## src/rtl/sig_cond_pkg.sv

```systemverilog
// Shared signal-conditioning definitions: debounce FSM state encodings and
// the helper that maps a state to its debounced output level.
package sig_cond_pkg;

  typedef enum logic [1:0] {
    S_LOW       = 2'b00,
    S_WAIT_HIGH = 2'b01,
    S_HIGH      = 2'b11,
    S_WAIT_LOW  = 2'b10
  } sig_state_e;

  localparam int unsigned SYNC_STAGES_DEF     = 32'd2;
  localparam int unsigned DEBOUNCE_CYCLES_DEF = 32'd4;

  // The encoding puts the debounced level in bit 1 (HIGH and WAIT_LOW hold 1).
  function automatic logic level_of(input sig_state_e st);
    return st[1];
  endfunction

endpackage

```

## src/rtl/sig_in_debounce_fsm_if.sv

```systemverilog
// Signal bundle between the input conditioner and its user: enable and raw
// pin towards the conditioner, debounced level and edge strobes back.
interface sig_in_debounce_fsm_if;
  logic en;
  logic raw_in;
  logic sig_out;
  logic rise_pulse;
  logic fall_pulse;

  modport master (output en, raw_in, input sig_out, rise_pulse, fall_pulse);
  modport slave  (input en, raw_in, output sig_out, rise_pulse, fall_pulse);
endinterface

```

## src/rtl/sig_sync.sv

```systemverilog
// Generic multi-flop synchroniser for an asynchronous single-bit input,
// cleared to 0 by the asynchronous reset.
module sig_sync #(
  parameter int SYNC_STAGES = 2
) (
  input  logic clk,
  input  logic rst,
  input  logic d,
  output logic q
);

  if (SYNC_STAGES < 2) begin : g_bad_stages
    $error("sig_sync: SYNC_STAGES must be >= 2");
  end

  logic [SYNC_STAGES-1:0] chain_r;

  // Shift chain; runs every cycle regardless of any enable.
  always_ff @(posedge clk or posedge rst) begin
    if (rst) begin
      chain_r <= '0;
    end else begin
      chain_r <= {chain_r[SYNC_STAGES-2:0], d};
    end
  end

  assign q = chain_r[SYNC_STAGES-1];

endmodule

```

## src/rtl/sig_in_debounce_fsm.sv

```systemverilog
// Input conditioner: synchronises raw_in and debounces it into sig_out.
// Define SIG_EDGE_PULSE_EN to get registered one-cycle rise/fall strobes.
module sig_in_debounce_fsm
  import sig_cond_pkg::*;
#(
  parameter int SYNC_STAGES     = SYNC_STAGES_DEF,
  parameter int DEBOUNCE_CYCLES = DEBOUNCE_CYCLES_DEF
) (
  input  logic                  clk,
  input  logic                  rst,
  sig_in_debounce_fsm_if.slave  io
);

  localparam int CNT_W = $clog2(DEBOUNCE_CYCLES) + 1;
  localparam logic [CNT_W-1:0] CNT_LAST = CNT_W'(DEBOUNCE_CYCLES - 1);
  localparam logic [CNT_W-1:0] CNT_ONE  = CNT_W'(1);

  if (DEBOUNCE_CYCLES < 2) begin : g_bad_debounce
    $error("sig_in_debounce_fsm: DEBOUNCE_CYCLES must be >= 2");
  end

  logic             sync_s;
  sig_state_e       state_r;
  sig_state_e       state_nxt_s;
  logic [CNT_W-1:0] cnt_r;
  logic [CNT_W-1:0] cnt_nxt_s;
  logic             sig_out_r;

  sig_sync #(.SYNC_STAGES(SYNC_STAGES)) u_sync (
    .clk (clk),
    .rst (rst),
    .d   (io.raw_in),
    .q   (sync_s)
  );

  // Next-state and counter logic; en low holds everything.
  always_comb begin
    state_nxt_s = state_r;
    cnt_nxt_s   = cnt_r;
    if (io.en) begin
      case (state_r)
        S_LOW: begin
          if (sync_s) begin
            state_nxt_s = S_WAIT_HIGH;
            cnt_nxt_s   = CNT_ONE;
          end else begin
            state_nxt_s = S_LOW;
          end
        end
        S_WAIT_HIGH: begin
          if (!sync_s) begin
            state_nxt_s = S_LOW;
            cnt_nxt_s   = '0;
          end else if (cnt_r == CNT_LAST) begin
            state_nxt_s = S_HIGH;
            cnt_nxt_s   = '0;
          end else begin
            cnt_nxt_s   = cnt_r + CNT_ONE;
          end
        end
        S_HIGH: begin
          if (!sync_s) begin
            state_nxt_s = S_WAIT_LOW;
            cnt_nxt_s   = CNT_ONE;
          end else begin
            state_nxt_s = S_HIGH;
          end
        end
        S_WAIT_LOW: begin
          if (sync_s) begin
            state_nxt_s = S_HIGH;
            cnt_nxt_s   = '0;
          end else if (cnt_r == CNT_LAST) begin
            state_nxt_s = S_LOW;
            cnt_nxt_s   = '0;
          end else begin
            cnt_nxt_s   = cnt_r + CNT_ONE;
          end
        end
        default: begin
          state_nxt_s = S_LOW;
          cnt_nxt_s   = '0;
        end
      endcase
    end else begin
      state_nxt_s = state_r;
      cnt_nxt_s   = cnt_r;
    end
  end

  // State, counter and level registers.
  always_ff @(posedge clk or posedge rst) begin
    if (rst) begin
      state_r   <= S_LOW;
      cnt_r     <= '0;
      sig_out_r <= 1'b0;
    end else begin
      state_r   <= state_nxt_s;
      cnt_r     <= cnt_nxt_s;
      sig_out_r <= level_of(state_nxt_s);
    end
  end

  assign io.sig_out = sig_out_r;

`ifdef SIG_EDGE_PULSE_EN
  logic rise_s;
  logic fall_s;
  logic rise_r;
  logic fall_r;

  // A strobe fires on the same edge the completing WAIT state commits the level.
  assign rise_s = io.en && (state_r == S_WAIT_HIGH) && sync_s  && (cnt_r == CNT_LAST);
  assign fall_s = io.en && (state_r == S_WAIT_LOW)  && !sync_s && (cnt_r == CNT_LAST);

  // Edge strobe registers.
  always_ff @(posedge clk or posedge rst) begin
    if (rst) begin
      rise_r <= 1'b0;
      fall_r <= 1'b0;
    end else begin
      rise_r <= rise_s;
      fall_r <= fall_s;
    end
  end

  assign io.rise_pulse = rise_r;
  assign io.fall_pulse = fall_r;
`else
  assign io.rise_pulse = 1'b0;
  assign io.fall_pulse = 1'b0;
`endif

endmodule
```

## src/flat_wrapper.sv

```systemverilog
// flat-port wrapper written by rule: the top's interface ports become plain ports
module sig_in_debounce_fsm_flat import sig_cond_pkg::*;
#(
  parameter int SYNC_STAGES     = SYNC_STAGES_DEF,
  parameter int DEBOUNCE_CYCLES = DEBOUNCE_CYCLES_DEF
)
  (clk, rst, io_en, io_raw_in, io_sig_out, io_rise_pulse, io_fall_pulse);
  sig_in_debounce_fsm_if io_i ();
  input  logic clk;
  input  logic rst;
  input wire logic [$bits(io_i.en)-1:0] io_en;
  input wire logic [$bits(io_i.raw_in)-1:0] io_raw_in;
  output wire logic [$bits(io_i.sig_out)-1:0] io_sig_out;
  output wire logic [$bits(io_i.rise_pulse)-1:0] io_rise_pulse;
  output wire logic [$bits(io_i.fall_pulse)-1:0] io_fall_pulse;
  assign io_i.en = io_en;
  assign io_i.raw_in = io_raw_in;
  assign io_sig_out = io_i.sig_out;
  assign io_rise_pulse = io_i.rise_pulse;
  assign io_fall_pulse = io_i.fall_pulse;
  sig_in_debounce_fsm #(.SYNC_STAGES(SYNC_STAGES), .DEBOUNCE_CYCLES(DEBOUNCE_CYCLES)) u_core (.clk(clk), .rst(rst), .io(io_i));
endmodule
```

## config.mk

```make
export PLATFORM = sky130hd
export DESIGN_NAME = sig_in_debounce_fsm_flat
export DESIGN_NICKNAME = d
export VERILOG_FILES = /design/src/rtl/sig_cond_pkg.sv /design/src/rtl/sig_in_debounce_fsm_if.sv /design/src/rtl/sig_sync.sv /design/src/rtl/sig_in_debounce_fsm.sv /design/src/flat_wrapper.sv
export SDC_FILE = /design/constraint.sdc
export NUM_CORES = 1
export LEC_CHECK = 0
export BUFFER_PORTS_ARGS = -buffer_cell sky130_fd_sc_hd__buf_2
export CAP_MARGIN = 25
export CORE_MARGIN = 5
export CORE_UTILIZATION = 30
export DETAILED_ROUTE_END_ITERATION = 10
export PLACE_DENSITY = 0.5
export SETUP_SLACK_MARGIN = 0.1
export SLEW_MARGIN = 10
export SYNTH_ARGS = -nofsm -noshare
export SYNTH_HDL_FRONTEND = slang
export SYNTH_SLANG_ARGS = --single-unit
export TNS_END_PERCENT = 30
```

## constraint.sdc

```tcl
create_clock -name clk -period 3.1 [get_ports clk]
set_clock_uncertainty 0.1 [all_clocks]
set_input_delay 0.31 -clock clk [delete_from_list [all_inputs] [get_ports clk]]
set_output_delay 0.31 -clock clk [all_outputs]
set_load 0.005 [all_outputs]
```

==> flow_summary.json <==
{
  "status": "complete, no violations",
  "avgRoutedWirePerCell_um": 9.88,
  "vdd_ir_drop_max_v": 0.000281,
  "arrival_ns": 1.66,
  "globalplace.congestion": 0.630,
  "synthArstFlopShare": 1.00,
  "postPlaceCellArea_um2": 435,
  "final_cell_area_um2": 472,
  "worst-path-buf-inv": 1,
  "leakage_uw": 0.000239,
  "ant_nets": 0,
  "yosysMostFrequentCell": "dfrtp_1",
  "clock_latency_ns": 0.24,
  "die_area_um2": 2200,
  "die_y_um": 46.9,
  "criticalPathCategory": "register to register",
  "synth_top_family_by_area": "adder cells",
  "endpoint_kind": "register",
  "setup_viol_count_final": 0,
  "ys_types": 18,
  "period_needed_ns": 1.64,
  "grt_setup_unrepaired": "false",
  "clkTransAtPathRegs_ns": 0.05,
  "finalHoldViolCount": 0,
  "fin_total_pwr_uw": 381,
  "syn_to_final_growth_pct": 15.6,
  "ys_ff_latch": 7,
  "layout-drive-gt1-share": 0.256,
  "htreeDepth": 1,
  "io_pins": 7,
  "drtIter0Drc": 0,
  "overflow": 0,
  "maxCapViolCount": 0,
  "synth_top_cell_area_share": 0.429,
  "critPathRequiredTime_ns": 3.12,
  "crit_path_max_fanout": 5,
  "cts_tree": "done",
  "drv_slew": 0,
  "grt_pass1_vias": 253,
  "post_cts_buffers": 0,
  "synth_area_um2": 408,
  "fin_util": 0.363,
  "path_cells": "inv_1 > ha_1 > mux2i_2 > o21ai_2 > mux2_1",
  "core_region_area_um2": 1300,
  "synth_mux_area_frac": 0.169,
  "grt_pass1_wl_um": 959,
  "totalWireLength_um": 573,
  "antenna_found_initial": 0,
  "crit_slowest_cell": "dfrtp_1",
  "grtUsageTotal": 0.0643,
  "instances_no_fill": 58,
  "ys_warn_count": 0,
  "die_w_um": 46.9,
  "initial_core_util": 0.313,
  "synth-seq-area-share": 0.429,
  "root_buffer": "clkbuf_4",
  "synth_cells": 35,
  "antennaDiodeCount": 0,
  "critPathMaxStageDelay_ns": 0.39,
  "synth_edf_count": 0,
  "synthSimpleGateAreaFrac": 0.0736,
  "dr.pass1.iters": 1,
  "period_share": 0.529,
  "routed_via_density": 4.19,
  "cts.sinks": 7,
  "yosys.area_share.adder": 0.184,
  "hp-class": "primary input to register",
  "cts_buffers": 3,
  "yosys.area.top_type": "dfrtp_1",
  "fin_nets": 54,
  "clock_path_buffers": 2,
  "synthFlopType": "dfrtp_1",
  "via_count": 243,
  "fmax_mhz": 610,
  "synth_area_per_cell_um2": 11.7,
  "ctsResizeCount": 0,
  "drcViolationCount": 0,
  "dp_cells": 53,
  "std_cell_rows": 13,
  "netlist_top_cells_count": "dfrtp_1 (7), ha_1 (6), inv_1 (3)",
  "io_buffers": 4,
  "setup_tns_ns": 0,
  "synth_compound_area_frac": 0.0706,
  "crit_family": "multiplexers",
  "grt_max_degree": 8,
  "start_kind": "register",
  "powerDensity_nw_per_um2": 807,
  "synthTopCellsByArea": "dfrtp_1 (43%), ha_1 (18%), mux2_1 (5.5%), mux2_2 (5.5%), buf_4 (3.7%)",
  "synth_xor_area_frac": 0,
  "holdBufCountCts": 1
}
-- layout by cell type (no fill, tap or decap) --
master / synthesis / final
a21oi_1: 1 / 1
buf_2: 0 / 4
clkbuf_1: 0 / 1
clkbuf_4: 0 / 3
conb_1: 1 / 2
dfrtp_1: 7 / 7
dlygate4sd3_1: 0 / 1
ha_1: 6 / 6
inv_1: 3 / 3
mux2_1: 2 / 2
mux2_2: 2 / 2
mux2i_1: 1 / 1
mux2i_2: 1 / 1
nand2_1: 2 / 2
nor2_1: 1 / 1
nor2b_1: 1 / 1
nor3_1: 1 / 1
nor3b_1: 1 / 1
o21a_1: 1 / 1
o21ai_2: 1 / 1
o31ai_1: 1 / 1
-- cell families (layout without fill, tap and decap cells) --
| kind of cell | Yosys count | after routing |
|---|---|---|
| flops | 7 | 7 |
| fa+ha+maj | 6 | 6 |
| mux | 6 | 6 |
| simple gates | 6 | 6 |
| buf+inv | 5 | 12 |
| compound gates | 4 | 4 |
| other cells | 1 | 2 |
-- stage by stage --
step	setup WS (ns)	hold slack [ns]
finish	1.46	0.0739
global route	1.34	0.0695
CTS	1.46	0.0655
detailed placement	1.47	0.139
global placement	1.51	0.134
floorplan	1.56	0.0134
-- power breakdown --
part           leakage (µW)  internal, µW  switching (µW)  total [µW]
Sequential        0.0000871           117            21.3         139
Combinational      0.000136          80.8            85.0         166
Clock             0.0000150          48.7            27.5        76.2
Total              0.000239           247             134         381
-- layer usage --
metal,vias up,wire (µm),track usage
met2,5,305,0.0976
met5,-,0,0
met3,0,25,0.0115
met1,111,242,0.0731
li1,127,-,-
met4,0,0,0.0663
-- area by class of cell --
| type | count | area (µm²) |
|---|---|---|
| timing repair buffer | 5 | 30.0 |
| multi-input combinational | 24 | 210 |
| sequential | 7 | 175 |
| clock buffer | 4 | 26.3 |
| inverter | 3 | 11.3 |
| tap | 15 | 18.8 |
| fill | 137 | 830 |
-- path summary, 6_finish.rpt --
check / start / end / slack (ns) / depth (start not counted)
max: u_core.io.sig_out / u_core.io.sig_out / 1.46 / 5
min reg2reg: u_core.u_sync.chain_r[0] / u_core.u_sync.chain_r[1] / 0.26 / 0
min in group asynchronous: rst / u_core.io.sig_out / 0.44 / 3
max reg2reg: u_core.io.sig_out / u_core.io.sig_out / 1.46 / 5
min: io_raw_in / u_core.u_sync.chain_r[0] / 0.07 / 1
max in group asynchronous: rst / u_core.cnt_r[1] / 2.26 / 3
-- registers in the layout, indices dropped and copies added (netlist names) --
signal                 cells
u_core.state_r             1
u_core.io.sig_out          1
u_core.u_sync.chain_r      2
u_core.cnt_r               3
Note: power is estimated with default switching activity, not from simulation.
